--- src/rtl/jt12_eg_pkg.sv ---
// Shared types, constants and helpers for the jt12 ADSR envelope generator.
package jt12_eg_pkg;

    typedef enum logic [1:0] {
        ST_ATTACK  = 2'd0,
        ST_DECAY   = 2'd1,
        ST_SUSTAIN = 2'd2,
        ST_RELEASE = 2'd3
    } eg_state_e;

    localparam logic [9:0] EG_MAX = 10'h3FF;

    // Entry i is the 8-tick increment pattern selected by rate[1:0] == i.
    localparam logic [3:0][7:0] STEP_PAT = {
        8'b11111110,
        8'b11101110,
        8'b11101010,
        8'b10101010
    };

    function automatic logic [9:0] sl_level(input logic [3:0] sl);
        logic [4:0] lvl;
        lvl = (sl == 4'hF) ? 5'h1F : {1'b0, sl};
        return {lvl, 5'b0};
    endfunction

endpackage

--- src/rtl/jt12_eg_step.sv ---
// Combinational rate scaler and per-tick envelope step selector.
module jt12_eg_step
    import jt12_eg_pkg::*;
(
    input  logic [4:0]  base_rate,
    input  logic [1:0]  ks,
    input  logic [4:0]  keycode,
    input  logic [14:0] eg_cnt,
    output logic [5:0]  rate,
    output logic [4:0]  step
);

    logic [6:0]  rate_sum;
    logic [7:0]  pat;
    logic [3:0]  sh;
    logic [14:0] mask;
    logic [2:0]  pat_idx;

    always_comb begin
        rate_sum = {1'b0, base_rate, 1'b0} + 7'(keycode >> (2'd3 - ks));
        rate     = 6'd0;
        if (base_rate != 5'd0) begin
            rate = (rate_sum > 7'd63) ? 6'd63 : rate_sum[5:0];
        end
        pat     = STEP_PAT[rate[1:0]];
        // sh only matters below rate 48, where rate[5:2] <= 11
        sh      = 4'd11 - rate[5:2];
        mask    = (15'd1 << sh) - 15'd1;
        pat_idx = 3'(eg_cnt >> sh);
        step    = 5'd0;
        if (rate != 6'd0) begin
            if (rate < 6'd48) begin
                if ((eg_cnt & mask) == 15'd0) begin
                    step = {4'd0, pat[pat_idx]};
                end
            end else begin
                step = 5'd1 << ({1'b0, rate[3:2]} + {2'b0, pat[eg_cnt[2:0]]});
            end
        end
    end

endmodule

--- src/rtl/jt12_eg_adsr.sv ---
// Single-operator ADSR envelope generator producing pre-TL attenuation.
// Define JT12_EG_RATE_OUT_EN to expose the registered effective rate on eg_rate.
module jt12_eg_adsr
    import jt12_eg_pkg::*;
#(
    parameter int EG_DIV = 3
) (
    input  logic       clk,
    input  logic       rst_n,
    input  logic       cen,
    input  logic       keyon,
    input  logic [4:0] ar,
    input  logic [4:0] d1r,
    input  logic [4:0] d2r,
    input  logic [3:0] rr,
    input  logic [3:0] sl,
    input  logic [1:0] ks,
    input  logic [4:0] keycode,
    output logic [9:0] eg_pream,
    output logic [1:0] eg_state
`ifdef JT12_EG_RATE_OUT_EN
    ,
    output logic [5:0] eg_rate
`endif
);

    localparam logic [2:0] DIV_LAST = 3'(EG_DIV - 1);

    logic [2:0]  div_q, div_d;
    logic [14:0] cnt_q, cnt_d;
    logic        keyon_last_q, keyon_last_d;
    eg_state_e   state_q, state_d;
    logic [9:0]  eg_q, eg_d;
    logic [4:0]  base_rate;
    logic [5:0]  rate;
    logic [4:0]  step;
    logic        tick;

    function automatic logic [9:0] sat_add(input logic [9:0] eg, input logic [4:0] stp);
        logic [10:0] sum;
        sum = {1'b0, eg} + {6'd0, stp};
        return (sum > {1'b0, EG_MAX}) ? EG_MAX : sum[9:0];
    endfunction

    // Exponential attack approach towards 0, clamped so large steps cannot underflow.
    function automatic logic [9:0] atk_sub(input logic [9:0] eg, input logic [4:0] stp);
        logic        [14:0] prod;
        logic signed [11:0] res;
        prod = {5'd0, eg} * {10'd0, stp};
        res  = $signed({2'b0, eg}) - $signed({1'b0, prod[14:4]})
             - (((stp != 5'd0) && (eg != 10'd0)) ? 12'sd1 : 12'sd0);
        return (res < 12'sd0) ? 10'd0 : res[9:0];
    endfunction

    always_comb begin
        case (state_q)
            ST_ATTACK:  base_rate = ar;
            ST_DECAY:   base_rate = d1r;
            ST_SUSTAIN: base_rate = d2r;
            default:    base_rate = {rr, 1'b1};
        endcase
    end

    jt12_eg_step u_step (
        .base_rate (base_rate),
        .ks        (ks),
        .keycode   (keycode),
        .eg_cnt    (cnt_q),
        .rate      (rate),
        .step      (step)
    );

    assign tick = cen && (div_q == DIV_LAST);

    always_comb begin
        div_d        = div_q;
        cnt_d        = cnt_q;
        keyon_last_d = keyon_last_q;
        state_d      = state_q;
        eg_d         = eg_q;
        if (cen) begin
            keyon_last_d = keyon;
            div_d        = tick ? 3'd0 : div_q + 3'd1;
            if (tick) begin
                cnt_d = cnt_q + 15'd1;
            end
            // Key edges override any tick-driven level or state change this cycle
            if (keyon && !keyon_last_q) begin
                state_d = ST_ATTACK;
            end else if (!keyon && keyon_last_q) begin
                state_d = ST_RELEASE;
            end else if (tick) begin
                case (state_q)
                    ST_ATTACK: begin
                        if (rate >= 6'd62) begin
                            eg_d    = 10'd0;
                            state_d = ST_DECAY;
                        end else begin
                            eg_d = atk_sub(eg_q, step);
                            if (eg_d == 10'd0) begin
                                state_d = ST_DECAY;
                            end
                        end
                    end
                    ST_DECAY: begin
                        eg_d = sat_add(eg_q, step);
                        if (eg_d >= sl_level(sl)) begin
                            state_d = ST_SUSTAIN;
                        end
                    end
                    default: eg_d = sat_add(eg_q, step);
                endcase
            end
        end
    end

    always_ff @(posedge clk or negedge rst_n) begin
        if (!rst_n) begin
            div_q        <= 3'd0;
            cnt_q        <= 15'd0;
            keyon_last_q <= 1'b0;
            state_q      <= ST_RELEASE;
            eg_q         <= EG_MAX;
        end else begin
            div_q        <= div_d;
            cnt_q        <= cnt_d;
            keyon_last_q <= keyon_last_d;
            state_q      <= state_d;
            eg_q         <= eg_d;
        end
    end

`ifdef JT12_EG_RATE_OUT_EN
    logic [5:0] rate_q, rate_d;

    always_comb begin
        rate_d = rate_q;
        if (cen) begin
            rate_d = rate;
        end
    end

    always_ff @(posedge clk or negedge rst_n) begin
        if (!rst_n) begin
            rate_q <= 6'd0;
        end else begin
            rate_q <= rate_d;
        end
    end

    assign eg_rate = rate_q;
`endif

    assign eg_pream = eg_q;
    assign eg_state = state_q;

endmodule
--- config.mk ---
export PLATFORM = sky130hd
export DESIGN_NAME = jt12_eg_adsr
export DESIGN_NICKNAME = d
export VERILOG_FILES = /design/src/rtl/jt12_eg_pkg.sv /design/src/rtl/jt12_eg_step.sv /design/src/rtl/jt12_eg_adsr.sv
export SDC_FILE = /design/constraint.sdc
export NUM_CORES = 1
export LEC_CHECK = 0
export CORE_MARGIN = 8
export CORE_UTILIZATION = 30
export CTS_BUF_LIST = sky130_fd_sc_hd__clkbuf_4
export DETAILED_ROUTE_END_ITERATION = 8
export DONT_BUFFER_PORTS = 1
export GPL_TIMING_DRIVEN = 0
export SYNTH_ARGS = -nofsm -noshare
export SYNTH_HDL_FRONTEND = slang
export SYNTH_SLANG_ARGS = --single-unit
--- constraint.sdc ---
create_clock -name clk -period 25.1 [get_ports clk]
set_clock_uncertainty 0.2 [all_clocks]
set_input_delay 5.02 -clock clk [delete_from_list [all_inputs] [get_ports clk]]
set_output_delay 5.02 -clock clk [all_outputs]
set_load 0.02 [all_outputs]
## Word-level counts from Yosys, hierarchy flattened

Cells that the tools add are included.

- Memory bits (read-only): 0
- Latch bits: 0
- Output and inout port bits: 12
- Memory bits (writable): 0
- Memories: 0
- Register bits: 31
- Logic and storage cells: 82
- Input port bits: 34

- Bitwise gates (word level): 3
- Equality and inequality tests: 6
- Muxes and demuxes: 26
- Add/subtract/negate cells: 10
- Reductions and logical operators: 18
- Divide/modulo/power cells: 0
- $mul: 1
- Shift-type cells: 4
- Order comparisons: 9

Operator list:

| kind | count |
|---|---|
| $mux W10 | 4 |
| $bmux W8 S2 | 1 |
| $add A15 B1 Y15 const B | 1 |
| $and A15 B15 Y15 | 1 |
| $logic_not A15 Y1 | 1 |
| $mul A10 B5 Y15 | 1 |
| $mux W5 | 3 |
| $pmux W5 S3 | 1 |
| $shl A1 B4 Y15 const A | 1 |
| $shr A15 B4 Y3 | 1 |
| $sub A15 B1 Y15 const B | 1 |
| $lt A12 B1 Y1 const B | 1 |
| $mux W2 | 6 |
| $mux W6 | 2 |
| $sub A10 B11 Y12 | 1 |
| $sub A12 B2 Y12 | 1 |
| $add A10 B5 Y11 | 1 |
| $gt A11 B10 Y1 const B | 1 |
| $ge A10 B10 Y1 | 1 |
| $logic_not A10 Y1 | 1 |
| $reduce_bool A10 Y1 | 1 |
| $reduce_bool A5 Y1 | 2 |
| $lt A3 B4 Y1 const B | 2 |
| $mux W8 | 1 |
| 31 further kinds | 40 |

## Logic depth before layout (Yosys ltp)

Gate-level depths: netlist of run 1.

- Word-level depth: 27
- Gate-level depth with buffers: 50

## Hierarchy

A second synthesis of run 1 with hierarchy kept.

- Cells, all modules: 753
- Area, all modules: 5963.2 um^2

By module, submodules not included:

| module | times used | area each (um^2) | cells an instance |
|---|---|---|---|
| jt12_eg_adsr | 1 | 4474.3 | 538 |
| jt12_eg_step | 1 | 1488.9 | 215 |

## Worst setup path after synthesis of run 1

No wires, ideal clock.

- Path kind: input port to flip-flop
- From: input port ks[0]
- To: register state_q[1], in the netlist eg_state[1]
- Path buffers: 2
- Slack: 10.160 ns
- Arrival: 14.635 ns
- Setup time: 0.105 ns
- Cell stages on the path: 37
- Required time: 24.795 ns
- Cells stage by stage: clkbuf_1 mux2i_1 a21oi_1 ha_1 a211o_1 a21oi_1 nor2_1 o21ai_0 maj3_1 nand2b_1 ha_1 ha_1 clkbuf_1 inv_1 nor4_2 ha_1 inv_1 fa_1 fa_1 inv_1 fa_1 ha_1 xor2_1 fa_1 inv_1 ha_1 or2_2 fa_1 nand2b_1 a21oi_1 o21bai_1 a21oi_1 xnor2_1 or4_1 or4_1 and4_1 o41ai_1

- Cells in the longest elaborated chain, start to end: 23
- Elaborated cells between the ends (all ways): 47
- Classes of those cells: add/sub: 8; mul: 1; order compare: 6; eq/ne: 2; shift: 4; mux: 19; bitwise: 1; reduce/logical: 6

Ends and longest elaborated chain:

| element | RTL line | RTL |
|---|---|---|
| start: declaration | jt12_eg_adsr.sv:17 | `input logic [1:0] ks,` |
| $sub A2 B2 Y2 (*) | jt12_eg_step.sv:20 | `rate_sum = {1'b0, base_rate, 1'b0} + 7'(keycode >> (2'd3 - ks));` |
| $shr A5 B2 Y7 (*) | jt12_eg_step.sv:20 |  |
| $add A6 B7 Y7 (*) | jt12_eg_step.sv:20 |  |
| $gt A7 B6 Y1 | jt12_eg_step.sv:23 | `rate = (rate_sum > 7'd63) ? 6'd63 : rate_sum[5:0];` |
| $mux W6 (*) | jt12_eg_step.sv:23 |  |
| $mux W6 (*) | jt12_eg_step.sv:22 | `if (base_rate != 5'd0) begin` |
| branches (longest 17 deep; another with $sub A15 B1 Y15) | - |  |
| end signal: assignment | jt12_eg_adsr.sv:128 | `state_q <= state_d;` |
| end: declaration | jt12_eg_adsr.sv:32 | `eg_state_e state_q, state_d;` |

Every way passes the cells marked *. The select of a mux whose other input is x is not followed.
A chain may end at the register's enable or synchronous reset.

## Worst setup path after layout of run 1

Ends and elaborated chain as after synthesis.

==> out/results.ini, run 1 <==
[timing]
period_minus_slack_ps = 16280
worst_pin_slew_ps = 964
slew_headroom_pct = 35.2
hold_viol_final = 0
setup_viol_count_final = 0
max_freq_ghz = 0.0614
rsz0062_at_grt = false
final.period_utilization_pct = 64.9
tns_ps = 0
maxSlewViolCount = 0

[synth]
synth_mux_area_share_pct = 4.67
synth_area_leaders = ha_1 (14%), fa_1 (9.6%), dfrtp_1 (8.4%)
ys_seq_area_share_pct = 14.0
syn-cell-area_mm2 = 0.00565
syn_avg_cell_area_um2 = 8.02
synth-simple-area-share_pct = 22.0
yosysUniqueCellTypes = 83
ys.flop_type = dfrtp_1
synthArstFlopShare_pct = 100
syn_inst = 705
synthXorXnorAreaFrac_pct = 6.20
synth_top_family_by_area = adder cells
synth_area_leader_cell = ha_1
yosysWarnings = 0
synth_fa_ha_area_share_pct = 23.9
synth-seq-cells = 31
synth_nets = 830
synth_compound_area_share_pct = 20.3
yosysTopAreaCellShare_pct = 14.2
synth_edf_count = 0

[layout]
n_fill_cell = 1982
nNetsFinal = 837
num_antenna_cells = 0
final_common_cell = inv_1
drive_gt1_share_pct = 7.71
fin_area_mm2 = 0.00602
mostFrequentLayoutCells = inv_1 (86), ha_1 (64), nand2_1 (50), nor2_1 (48), a21oi_1 (35)
area_growth_pct = 6.53

[clocking]
cts_resized = 0
cts_max_level = 2
cts.sinks = 31
cts_tree = built
numCtsBuffers = 5
clk_latency_ps = 350
root_buffer = clkbuf_4
path_clk_slew_ps = 130
postCtsHoldBufs = 0
cts.path.max_buffers = 2
post_cts_buffers = 0

[worst_setup_path]
crit_required_ps = 25150
path_max_fanout = 10
cp-end-kind = flop
crit_buf_inv = 6
worst_ep_arrival_time_ps = 16330
slowest_delay_ps = 880
path_delay_family = adder cells
crit_path_frequent_cell = ha_1
slowest_stage = nor4_2
start_kind = input port
path_class = in -> reg

[min_path]
hp-class = reg -> reg

[global_route]
grt_overflow = 0
grt_pass1_vias = 4960
grtUsageTotal_pct = 13.3
antenna_found_initial = 0
grt_pass1_wl_um = 26200
grt_max_degree = 32

[routing]
via_per_inst = 5.42
post_drt_wl_per_cell_um = 16.5
drt_first_pass_iters = 5
drtIter0Drc = 356
routed_wl_um = 15600
drc = 0
ant_nets = 0
via_count = 5132

[floorplan]
dieHeight_um = 153
initial_core_util_pct = 30.4
ios = 46
rows = 50
coreArea_mm2 = 0.0186
die_area_mm2 = 0.0235
die_w_um = 153

[place]
port-buffer-count = 0
routabilityCongestion = 0.931
hpwl_um = 12500
place_area_mm2 = 0.00594

[outcome]
status = finished, final reports clean

[job]
maxCapViolCount = 0

## state kept, by name, summed over array words and instances (netlist names)
name / cells
cnt_q: 15
div_q: 3
eg_pream: 10
eg_state: 2
keyon_last_q: 1
## metrics by stage
stage / instances / utilization [%] / setup slack, ps / hold WS [ps]
finish: 947 / 32.4 / 8820 / 306
floorplan: 705 / - / 10160 / 266
detailed placement: 939 / 32.0 / 8520 / 284
global route: 947 / 32.4 / 7980 / 353
CTS: 947 / 32.4 / 8840 / 309
global placement: 939 / 32.0 / 8590 / 279
## synth_stat cells, drive strengths merged, types with 15 or more instances
cell and number:
inv 86, ha 64, nand2 50, nor2 48, a21oi 35, clkbuf 29
o21ai 28, fa 27, nor3 26, xnor2 25, nand3 23, dfrtp 19
and2 17, xor2 15
## area by class of cell
class	count	area (um^2)	share of cell area, %
Inverter	86	323	5.36
Clock inverter	3	38.8	0.644
Clock buffer	5	37.5	0.623
Buffer	40	181	3.01
Tap cell	234	293	4.86
Multi-Input combinational cell	548	4360	72.4
Sequential cell	31	791	13.1
## cell families after synthesis
family / Yosys count
DFF: 31
muxes: 21
and+or+nand+nor: 234
buffers and inverters: 126
adders and majority gates: 92
xor gates and xnor gates: 40
AOI/OAI and AO/OA: 161
## per-layer routing
layer  vias up  global-route usage (%)  share of wire (%)
met3        21                    1.78                5.3
met5         -                       0                  0
met4         0                    2.78                1.2
met1      2465                    17.4                 44
li1       2510                       -                  -
met2       136                    22.8                 49
## worst paths after layout
path	startpoint	to	slack, ps	cells past startpoint
setup / recovery	ks[0]	eg_state[1]	8820	37
hold / removal	div_q[2]	div_q[2]	310	1
setup reg to reg	eg_state[0]	eg_state[1]	12770	36
hold reg to reg	div_q[2]	div_q[2]	310	1
max in group asynchronous	rst_n	eg_pream[1]	20360	0
min in group asynchronous	rst_n	keyon_last_q	4140	0
Power of run 1 is left out: the tool's default activity adds up to more than one toggle a clock period on the data nets, which glitch-free logic cannot reach.
==> run 2, diff against run 1 <==
==> constraint.sdc (replaced) <==
create_clock -name clk -period 15.1 [get_ports clk]
set_clock_uncertainty 0.2 [all_clocks]
set_input_delay 3.02 -clock clk [delete_from_list [all_inputs] [get_ports clk]]
set_output_delay 3.02 -clock clk [all_outputs]
set_load 0.02 [all_outputs]
==> out/results.ini, run 2 (synthesis results as in run 1) <==
[outcome]
status = finished, final reports clean

[timing]
worst_pin_slew_ps = 922
rsz0062_at_grt = false
period_minus_slack_ps = 14030
setup_viol_count_final = 0
hold_viol_final = 0
final.period_utilization_pct = 92.9
tns_ps = 0
maxSlewViolCount = 0
max_freq_ghz = 0.0713
slew_headroom_pct = 38.4
fin_ws_ps = 1070

[place]
hpwl_um = 12500
place_area_mm2 = 0.00594
pre_cts_ws_ps = 518
port-buffer-count = 0
routabilityCongestion = 0.931

[routing]
drc = 0
drt_first_pass_iters = 5
drtIter0Drc = 345
routed_wl_um = 15600
via_count = 5167
post_drt_wl_per_cell_um = 16.5
ant_nets = 0
via_per_inst = 5.46

[min_path]
hp-class = reg -> reg
hp-start = div_q[2]

[clocking]
path_clk_slew_ps = 130
numCtsBuffers = 5
root_buffer = clkbuf_4
post_cts_buffers = 0
cts.path.max_buffers = 2
cts.sinks = 31
clk_latency_ps = 350
cts_tree = built
cts_max_level = 2

[worst_setup_path]
slowest_delay_ps = 640
slowest_stage = nor4_4
crit_start = ks[0]
path_class = in -> reg
cp-end-kind = flop
start_kind = input port
reg2reg_from = eg_state[0]
crit_required_ps = 15150
path_max_fanout = 10
worst_ep_arrival_time_ps = 14080
crit_path_frequent_cell = ha_1

[floorplan]
initial_core_util_pct = 30.4
dieHeight_um = 153
rows = 50
die_w_um = 153
coreArea_mm2 = 0.0186
die_area_mm2 = 0.0235
ios = 46

[global_route]
grt_pass1_wl_um = 26200
grt_max_degree = 32
grt_overflow = 0
antenna_found_initial = 0
grtUsageTotal_pct = 13.3
grt_pass1_vias = 4960

[layout]
n_fill_cell = 1981
area_growth_pct = 6.69
drive_gt1_share_pct = 7.71
largest_reg_flops = 15
regMostFlops = cnt_q
final_common_cell = inv_1
fin_area_mm2 = 0.00603
fin_util_pct = 32.5
nNetsFinal = 837
mostFrequentLayoutCells = inv_1 (86), ha_1 (64), nand2_1 (50), nor2_1 (48), a21oi_1 (35)
num_antenna_cells = 0
regArea_um2 = 791
multi_input_area_mm2 = 0.00437

[job]
maxCapViolCount = 0

==> run 2: layer usage <==
metal | vias to the layer above | share of wire [%] | global-route usage [%]
met3 | 22 | 5.5 | 1.78
met1 | 2483 | 44 | 17.4
met5 | - | 0 | 0
met2 | 149 | 49 | 22.8
li1 | 2513 | - | -
met4 | 0 | 1.3 | 2.78
==> run 2: per-stage QoR <==
step / cells / hold WS, ps
finish: 947 / 306
global route: 947 / 353
CTS: 947 / 309
detailed placement: 939 / 284
global placement: 939 / 279
floorplan: 705 / 266
==> run 2: what timing repair did <==
item	4_1_cts	5_1_grt
setup endpoints to repair	0	1
gates resized for setup	0	1
hold buffers	0	0
==> run 2: cell type report <==
cell class	count	area share, %
Clock inverter	3	0.643
Sequential cell	31	13.1
Inverter	86	5.35
Clock buffer	5	0.623
Buffer	40	3.01
Multi-Input combinational cell	548	72.4
Tap cell	234	4.86
==> run 2: worst paths after layout <==
kind	end	slack (ps)	cells after the start
setup reg to reg	eg_state[1]	3020	36
hold / removal	div_q[2]	310	1
max in group asynchronous	eg_pream[1]	12370	0
min in group asynchronous	keyon_last_q	2140	0
setup / recovery	eg_state[1]	1070	37
hold reg to reg	div_q[2]	310	1
==> run 2: worst max-delay path, delay by kind of cell <==
kind | cells | cell delay (ps)
buffers and inverters | 6 | 1110
adder cells (fa/ha/maj) | 12 | 4270
AND/OR/NAND/NOR | 8 | 2660
XOR/XNOR | 2 | 320
AO/OA/AOI/OAI | 8 | 2410
multiplexers | 1 | 270
Power of run 2 is left out for the same reason.
==> run 3, diff against run 2 <==
==> constraint.sdc (replaced) <==
create_clock -name clk -period 11.6 [get_ports clk]
set_clock_uncertainty 0.2 [all_clocks]
set_input_delay 2.32 -clock clk [delete_from_list [all_inputs] [get_ports clk]]
set_output_delay 2.32 -clock clk [all_outputs]
set_load 0.02 [all_outputs]
==> out/results.ini, run 3 (synthesis results as in run 1) <==
[clocking]
clk_latency_ps = 340
numCtsBuffers = 5
cts.sinks = 31
root_buffer = clkbuf_4
path_clk_slew_ps = 100
cts_max_level = 2
cts.path.max_buffers = 2
cts_tree = built
postCtsHoldBufs = 0

[worst_setup_path]
worst_ep_arrival_time_ps = 11370
r2r-end = eg_state[1]
slowest_stage = or4_1
path_class = in -> reg
path_delay_family = compound AO/OA/AOI/OAI gates
start_kind = input port
cp-end-kind = flop
reg2reg_from = eg_state[0]
crit_buf_inv = 3
path_max_fanout = 10
r2r_slack_ps = 1340
reg2reg_depth = 37
slowest_delay_ps = 540
crit_required_ps = 11640

[routing]
drt_first_pass_iters = 6
drtIter0Drc = 308
drc = 0
ant_nets = 0
via_count = 5202
routed_wl_um = 16500
post_drt_wl_per_cell_um = 17.2
via_per_inst = 5.41

[layout]
num_antenna_cells = 0
drive_gt1_share_pct = 16.9
largest_reg_flops = 15
nNetsFinal = 853
area_growth_pct = 14.2
regMostFlops = cnt_q
final_common_cell = inv_1
mostFrequentLayoutCells = inv_1 (85), ha_1 (53), nand2_1 (50), nor2_1 (45), a21oi_1 (27)

[floorplan]
die_area_mm2 = 0.0235
rows = 50
die_w_um = 153
initial_core_util_pct = 30.4
dieHeight_um = 153
ios = 46
coreArea_mm2 = 0.0186

[min_path]
min_to = div_q[2]
hold_depth = 1
hp-class = reg -> reg
hp-start = div_q[2]

[global_route]
grt_max_degree = 32
grt_overflow = 0
antenna_found_initial = 1
grt_pass1_wl_um = 27400
grt_pass1_vias = 5222
grtUsageTotal_pct = 14.0

[place]
routabilityCongestion = 0.917
port-buffer-count = 0
hpwl_um = 13000

[timing]
final.period_utilization_pct = 97.7
period_minus_slack_ps = 11340
hold_viol_final = 0
max_freq_ghz = 0.0882
maxSlewViolCount = 0
setup_viol_count_final = 0
worst_pin_slew_ps = 731
slew_headroom_pct = 50.0
rsz0062_at_grt = true
tns_ps = 0

[outcome]
status = finished, final reports clean

[job]
maxCapViolCount = 0

-- run 3: changes by cell type in the layout (fill, tap and decap cells not counted), moves of 3 or more --
cell	delta
buf_4	+20
ha_1	-11
clkbuf_1	-9
a21oi_1	-8
a21oi_2	+6
ha_4	+6
ha_2	+5
clkbuf_2	+3
nor2_1	-3
-- run 3: worst max path at each step --
stage | from | to | slack, ps | cells after the start
after detailed placement | ks[0] | eg_state[1] | -1390 | 45
after global routing | ks[0] | eg_state[1] | -100 | 38
final | rr[0] | eg_state[1] | 260 | 33
after floorplan | rr[0] | eg_state[1] | 30 | 36
after global placement | ks[0] | eg_state[1] | -1440 | 46
after CTS | ks[0] | eg_state[1] | 0.5 | 37
-- run 3: area by class of cell --
type | count | area [um^2]
flip-flops and latches | 31 | 791
multi-input cells | 548 | 4660
fillers | 1941 | 12100
plain buffers | 35 | 179
repair buffers | 21 | 161
clock inverters | 2 | 8.76
inverters | 86 | 327
well taps | 234 | 293
clock buffers | 5 | 37.5
-- run 3: metal layers --
layer | wire length [um] | up-vias | track usage [%]
li1 | - | 2557 | -
met1 | 7310 | 2455 | 18.2
met2 | 7990 | 162 | 24.1
met3 | 949 | 26 | 2.09
met4 | 246 | 2 | 2.83
met5 | 10 | - | 0
-- run 3: repair_timing --
| action | in CTS | in global routing |
|---|---|---|
| pin swaps | 9 | 21 |
| gates resized for setup | 24 | 37 |
| buffers inserted | 10 | 11 |
| setup endpoints to repair | 12 | 12 |
-- run 3: metrics by stage --
step	hold WS, ps	instances	worst slack [ps]	utilization (%)	cell area (um^2)
3_3_place_gp	283	939	-1440	32.2	5980
6_report	323	962	264	34.7	6460
4_1_cts	329	953	0.490	33.3	6190
3_5_place_dp	303	939	-1390	32.2	5980
5_1_grt	357	962	-98.4	34.7	6460
2_1_floorplan	266	705	33.5	-	5690
Power of run 3 is left out for the same reason.
